$ cat config.mk
export PLATFORM = sky130hd
export DESIGN_NAME = button_press_classifier
export DESIGN_NICKNAME = d
export VERILOG_FILES = /design/src/rtl/button_press_classifier.sv
export SDC_FILE = /design/constraint.sdc
export NUM_CORES = 1
export LEC_CHECK = 0
export ABC_AREA = 1
export ABC_CLOCK_PERIOD_IN_PS = 2800
export CAP_MARGIN = 10
export CORE_ASPECT_RATIO = 0.75
export CORE_MARGIN = 3
export CORE_UTILIZATION = 61
export CTS_CLUSTER_SIZE = 20
export DETAILED_ROUTE_END_ITERATION = 8
export PLACE_DENSITY = 0.86
export SKIP_CTS_REPAIR_TIMING = 1
export SLEW_MARGIN = 25
export SYNTH_ARGS = -nofsm -noshare
export SYNTH_HDL_FRONTEND = slang
export SYNTH_SLANG_ARGS = --single-unit
$ cat constraint.sdc
create_clock -name clk -period 2.8 [get_ports clk]
set_input_delay 0.84 -clock clk [delete_from_list [all_inputs] [get_ports clk]]
set_output_delay 0.84 -clock clk [all_outputs]
set_load 0.02 [all_outputs]
$ cat src/rtl/button_press_classifier.sv
`default_nettype none
// +--------------------------------------------------------------------------+
// | button_press_classifier: turns debounced press/release pulses into       |
// | one-cycle short / double / long press events.            Revision: 1.0   |
// +--------------------------------------------------------------------------+
module button_press_classifier #(
  parameter int CLK_HZ  = 12_000_000,
  parameter int LONG_MS = 500,
  parameter int GAP_MS  = 250
) (
  input  logic       clk,
  input  logic       rst,
  input  logic       button_db,
  input  logic       button_rising,
  input  logic       button_falling,
  output logic       short_press,
  output logic       double_press,
  output logic       long_press,
  output logic       busy,
  output logic [7:0] press_count
);

  localparam int LONG_CYC = CLK_HZ / 1000 * LONG_MS;
  localparam int GAP_CYC  = CLK_HZ / 1000 * GAP_MS;
  localparam int MAX_CYC  = (LONG_CYC > GAP_CYC) ? LONG_CYC : GAP_CYC;
  localparam int CW       = $clog2(MAX_CYC + 1);
  localparam logic [31:0] LONG_LIM = 32'(LONG_CYC - 1);
  localparam logic [31:0] GAP_LIM  = 32'(GAP_CYC - 1);

  typedef enum logic [1:0] {
    S_IDLE     = 2'd0,
    S_PRESS1   = 2'd1,
    S_GAP      = 2'd2,
    S_WAIT_REL = 2'd3
  } state_t;

  state_t        state_q, state_d;
  logic [CW-1:0] cnt_q, cnt_d;
  logic          short_q, short_d;
  logic          double_q, double_d;
  logic          long_q, long_d;
  logic          busy_q, busy_d;
  logic [7:0]    count_q, count_d;

  logic rise, fall, long_to, gap_to, unused_db;

  // Level is not used for classification; edges alone drive the gesture.
  assign unused_db = button_db;

  // Simultaneous edges are contradictory and therefore discarded.
  assign rise = button_rising & ~button_falling;
  assign fall = button_falling & ~button_rising;

  // Fire on the edge where the counter steps onto its terminal value so the
  // registered pulse lands exactly LONG_CYC / GAP_CYC cycles after the event.
  assign long_to = (32'(cnt_q) + 32'd1) >= LONG_LIM;
  assign gap_to  = (32'(cnt_q) + 32'd1) >= GAP_LIM;

  always_comb begin
    state_d  = state_q;
    cnt_d    = cnt_q;
    short_d  = 1'b0;
    double_d = 1'b0;
    long_d   = 1'b0;
    count_d  = count_q;

    case (state_q)
      S_IDLE: begin
        if (rise) begin
          state_d = S_PRESS1;
          count_d = count_q + 8'd1;
        end
      end
      S_PRESS1: begin
        if (fall) begin
          state_d = S_GAP;
        end else if (long_to) begin
          long_d  = 1'b1;
          state_d = S_WAIT_REL;
        end
      end
      S_GAP: begin
        if (rise) begin
          double_d = 1'b1;
          state_d  = S_WAIT_REL;
          count_d  = count_q + 8'd1;
        end else if (gap_to) begin
          short_d = 1'b1;
          state_d = S_IDLE;
        end
      end
      S_WAIT_REL: begin
        if (fall) begin
          state_d = S_IDLE;
        end
      end
      default: state_d = S_IDLE;
    endcase

    if (state_d != state_q) begin
      cnt_d = '0;
    end else if ((state_q == S_PRESS1) || (state_q == S_GAP)) begin
      cnt_d = cnt_q + CW'(1);
    end

    busy_d = (state_d != S_IDLE);
  end

  always_ff @(posedge clk or posedge rst) begin
    if (rst) begin
      state_q  <= S_IDLE;
      cnt_q    <= '0;
      short_q  <= 1'b0;
      double_q <= 1'b0;
      long_q   <= 1'b0;
      busy_q   <= 1'b0;
      count_q  <= 8'd0;
    end else begin
      state_q  <= state_d;
      cnt_q    <= cnt_d;
      short_q  <= short_d;
      double_q <= double_d;
      long_q   <= long_d;
      busy_q   <= busy_d;
      count_q  <= count_d;
    end
  end

  assign short_press  = short_q;
  assign double_press = double_q;
  assign long_press   = long_q;
  assign busy         = busy_q;
  assign press_count  = count_q;

endmodule
`default_nettype wire

-- Word-level counts from Yosys, hierarchy flattened
Index checks and enable logic that the tools add are counted.
Widths: inputs -> output; s select.
- output and inout port bits: 12
- flip-flop bits (word level): 37
- bits of input ports: 5
- eq/ne operators: 4
- reduce and logical (&&, ||, !) cells: 6
- mux-type cells: 17
- order comparisons: 2
- bitwise logic cells: 4
- add/sub/neg operators: 3
- operator list (cell ; count):
    $mux 23 ; 2
    $ge 32x23->1 const B ; 1
    $add 23x1->24 const B ; 1
    $ge 24x22->1 const B ; 1
    $add 23x1->23 const B ; 1
    $mux 2 ; 6
    $add 8x1->8 const B ; 1
    $mux 1 ; 8
    $pmux 2 s4 ; 1
    $eq 2x2->1 const B ; 2
    $reduce_bool 2->1 ; 2
    $and 1x1->1 ; 2
    $eq 2x1->1 const B ; 1
    $logic_not 2->1 ; 1
    $ne 2x2->1 ; 1
    $not 1->1 ; 2
    $reduce_and 2->1 ; 1
    $reduce_or 2->1 ; 1
    $logic_or 1x1->1 ; 1

-- Longest topological paths before layout
- word-level depth: 7
- depth in mapped cells: 22
- mapped depth without buffers: 21

-- Least setup slack after synthesis
No wires, ideal clock.
- kind: register -> register
- from: register cnt_q[1]
- to: register cnt_q[19]
- path slack: 0.436 ns
- required time: 2.672 ns
- arrival: 2.236 ns
- period minus slack after synthesis: 2.364 ns
- buffers on the path: 1
- cell stages (with the launch flop): 20
- path through: dfrtp_1 -> ha_1 -> nand2_2 -> nor2_4 -> nand3_4 -> o21ai_2 -> nand2_2 -> nor2_4 -> nand2_2 -> nor2_2 -> nand2_1 -> nand3_1 -> nand2_2 -> nand2_2 -> nand2_2 -> nand3_1 -> nand2_2 -> nand2_4 -> buf_12 -> nor2_4
- word-level cells in the longest chain between the ends: 7
- elaborated cells between the ends (all ways): 13
- classes of those cells: add/sub (2); order compare (2); eq/ne (1); mux (7); reduce/logical (1)
- ends and longest elaborated chain (what ; RTL line ; source):
    start: declaration ; 38 ; logic [CW-1:0] cnt_q, cnt_d;
    start signal: assignment ; 120 ; cnt_q <= cnt_d;
    $add 23x1->24 ; 56, 57 ;
    $ge 32x23->1 / $ge 24x22->1 (equally long branches) ; 56, 57 ;
    $mux 2 (on tied branches) ; 77, 87 ;
    $mux 2 (on tied branches) ; 75, 83 ;
    $pmux 2 s4 ; 67 ; case (state_q)
    $ne 2x2->1 ; 100 ; if (state_d != state_q) begin
    $mux 23 / $reduce_bool 2->1 (equally long branches) ; -- ;
Several ways; a longest one is shown, not always the timed one. The select of a mux whose other input is x is not followed.
A chain may end at the register's enable or synchronous reset.

-- Worst setup path after layout
- from: register cnt_q[0]
- to: register cnt_q[13]
Same word-level chain as after synthesis.

==> qor.csv <==
stage,metric,value,unit
outcome,outcome,"finished, final reports clean",
logic_synthesis,Synth warnings,0,
floorplanning,CORE AREA,4620,um^2
route,via count,2795,
worst_setup_path,Crit path arrival time,2920,ps
layout,Util after Layout,76.8,%
sta,RSZ-0062 raised after global routing,yes,
sta,"Hold Vio Cnt, Final",0,
power,Leakage,1.66,nW
cts,CTS H-tree lvls,2,
route,WL per Instance,14.5,um
sta,part of the cycle the worst path needs,96.0,%
global_routing,global-route wire length before repair,11.3,mm
placed_design,dpl ws,20.2,ps
worst_setup_path,crit path max fanout,6,
sta,final worst path period need,2690,ps
cts,"CTS clk-pin slew, worst paths",80,ps
logic_synthesis,Netlist cell types,31,
hold_path,worst min path class,reg2reg,
global_routing,largest net degree at the start of global routing,38,
global_routing,vias in the first global route,2520,
logic_synthesis,post-synthesis xor/xnor area fraction,2.32,%
layout,most frequent cells in the layout,"nand2_1 (112), inv_1 (43), nor2_1 (41), dfrtp_1 (32), o21ai_0 (27)",
placed_design,Placed Instances,488,
layout,layout cells sized above 1,26.8,%
logic_synthesis,"Net Count, Synth",432,
worst_setup_path,CP max-delay cell,dfrtp_1,
worst_setup_path,Worst Path Required,3040,ps
worst_setup_path,peak per-stage delay on the critical path,440,ps
logic_synthesis,Synth Area in Simple Gates,48.5,%
global_routing,GRT Total Usage,25.1,%
worst_setup_path,Worst path top cell family by delay,simple AND/OR/NAND/NOR gates,
worst_setup_path,CP Class,reg2reg,
sta,Rel. slew slack,60.3,%
cts,Sinks on Clock Net,37,
route,Pre-Repair DR Iteration Count,5,
logic_synthesis,complex-gate fraction of the synthesized area,7.45,%
logic_synthesis,Synth Area per Inst,7.21,um^2
placed_design,gpl congestion,0.925,
route,routed wire length,7.31,mm
layout,nets,459,
sta,Fmax,0.372,GHz
global_routing,initial antenna violation count,0,
sta,Worst Max-Slew Pin Slew,594,ps
layout,"most common cell after layout, fill and taps aside",nand2_1,
sta,Setup Skew,4.91,ps
floorplanning,Starting Density,65.4,%
logic_synthesis,synthesized instance count,419,
placed_design,post-detail-place hpwl,5.03,mm
worst_setup_path,CP Cell Sequence,ha_4 > nand2_4 > nor2_4 > nand2_2 > o21ai_1 > nand2_1 > inv_1 > nand2_1 > nor2_1 > nand2_1 > nand3_2 > nand2_2 > a21oi_4 > nand2_2 > nand3_2 > nand2_2 > inv_2 > nand2_4 > clkbuf_16 > nor2_4,
cts,Root Buffer,clkbuf_8,
power,PD cells,1020,nW/um^2
route,Vias/cell,5.55,
sta,post-route worst setup slack,112,ps
cts,clk buf depth,2,
worst_setup_path,crit end category,register,
logic_synthesis,synthesized area,3020,um^2
cts,CTS Buf Count,5,
logic_synthesis,adder-cell share of the synthesized area,3.31,%
logic_synthesis,largest family of logic cells by synthesized area,simple AND/OR/NAND/NOR gates,
logic_synthesis,register bit count reported by yosys,37,
worst_setup_path,CP startpoint kind,register,
route,initial DRC count,194,
layout,Area Overhead vs Synth,17.5,%
layout,Final Cell Area,3550,um^2
floorplanning,Die Footprint,5850,um^2
worst_setup_path,CP dominant cell by count,nand2_2,
global_routing,grt total ovfl,0,
logic_synthesis,sequential element share of the synthesized area,30.6,%
layout,# diodes,0,
floorplanning,die width,87.3,um
floorplanning,io pins,17,
floorplanning,Core Rows,21,
layout,fillers,327,
layout,final non-filler cell total,504,
power,peak supply drop,0.878,mV
floorplanning,die extent in y,67.0,um
job,max cap viols,0,
worst_setup_path,CP Buf/Inv Count,3,
sta,setup TNS,0,ps
route,Detail Route Antenna Nets,0,
cts,Worst-Skew Late Latency,300,ps
sta,Final setup viols,0,
placed_design,port buffer count,15,
cts,CTS tree,yes,
sta,max-slew violation count,0,
placed_design,Post-DP Area,3240,um^2
route,Residual DRC,0,
logic_synthesis,multiplexer share of the synthesized area,0,%
[where the power goes]
| part | switching [W] | internal [W] |
|---|---|---|
| combinational | 0.00150 | 0.000933 |
| clock | 0.000203 | 0.000173 |
| sequential | 0.000141 | 0.000666 |
| total | 0.00184 | 0.00177 |
[through the flow]
stage	total power [W]	hold slack [ps]
global placement	0.00284	459
global route	0.00388	526
floorplan	0.00251	582
finish	0.00361	495
CTS	0.00330	493
detailed placement	0.00291	467
[final cells by class]
class                   instances  area, um^2  area share, %
clock inverters                 2        10.0          0.282
multi-input cells             329        1990           56.1
flip-flops and latches         37         932           26.2
repair buffers                 26         297           8.35
well taps                      57        71.3           2.01
inverters                      47         176           4.96
clock buffers                   6        72.6           2.04
[logic make-up after synthesis]
| family | count (synthesis) |
|---|---|
| adder cells (fa/ha/maj) | 8 |
| AO/OA/AOI/OAI | 40 |
| buffers and inverters | 54 |
| XOR/XNOR | 8 |
| flip-flops | 37 |
| AND/OR/NAND/NOR | 272 |
[sequential cells by signal, indices dropped and copies added, names as in the netlist]
signal	flops
long_press	1
cnt_q	23
busy	1
double_press	1
state_q	2
press_count	8
short_press	1
[worst register-to-register path: cells and delay by family, from the launching register on]
kind,cells,cell delay (ps)
fa+ha+maj,1,190
compound gates,2,320
buf+inv,3,330
simple gates,14,1360
flops,1,440
[synth_stat cells]
library cell / number / area share (%)
a31oi_1: 1 / 0.21
buf_12: 2 / 1.3
nand4_1: 11 / 2.3
a21oi_4: 1 / 0.54
nand3_2: 2 / 0.66
nand3_4: 2 / 1.2
inv_1: 44 / 5.5
nand2_2: 20 / 4.1
o21ai_2: 2 / 0.58
and3_1: 1 / 0.21
nor2_8: 3 / 2.0
dfrtp_1: 37 / 31
nand3b_1: 2 / 0.50
clkinv_1: 1 / 0.12
ha_1: 8 / 3.3
o21bai_1: 1 / 0.25
nor2_2: 14 / 2.9
clkbuf_1: 5 / 0.62
nor2_1: 44 / 5.5
nand2_1: 121 / 15
xnor2_1: 5 / 1.4
nor2_4: 24 / 8.9
o21ai_1: 2 / 0.33
a21oi_1: 5 / 0.83
xor2_1: 3 / 0.87
nand2_4: 3 / 1.1
o211ai_1: 1 / 0.25
nand3_1: 23 / 3.8
inv_2: 2 / 0.25
o21ai_0: 27 / 4.5
nor3_1: 2 / 0.33
[routing by layer]
metal  wire [um]  vias up  part of all wire (%)  GRT usage, %
li1            -     1371                     -             -
met1        3440     1322                    47          35.6
met2        3310       92                    45          38.3
met3         463       10                   6.3          4.57
met4          87        0                   1.2          8.05
met5           0        -                     0             0
[final timing paths]
path	slack, ps	start	endpoint	depth (start not counted)
setup / recovery	110	cnt_q[0]	cnt_q[13]	20
hold / removal	490	press_count[7]	press_count[7]	1
setup reg to reg	110	cnt_q[0]	cnt_q[13]	20
hold reg to reg	490	press_count[7]	press_count[7]	1
max in group asynchronous	1480	rst	cnt_q[9]	3
min in group asynchronous	960	rst	cnt_q[14]	3
(Power assumes the default switching activity.)
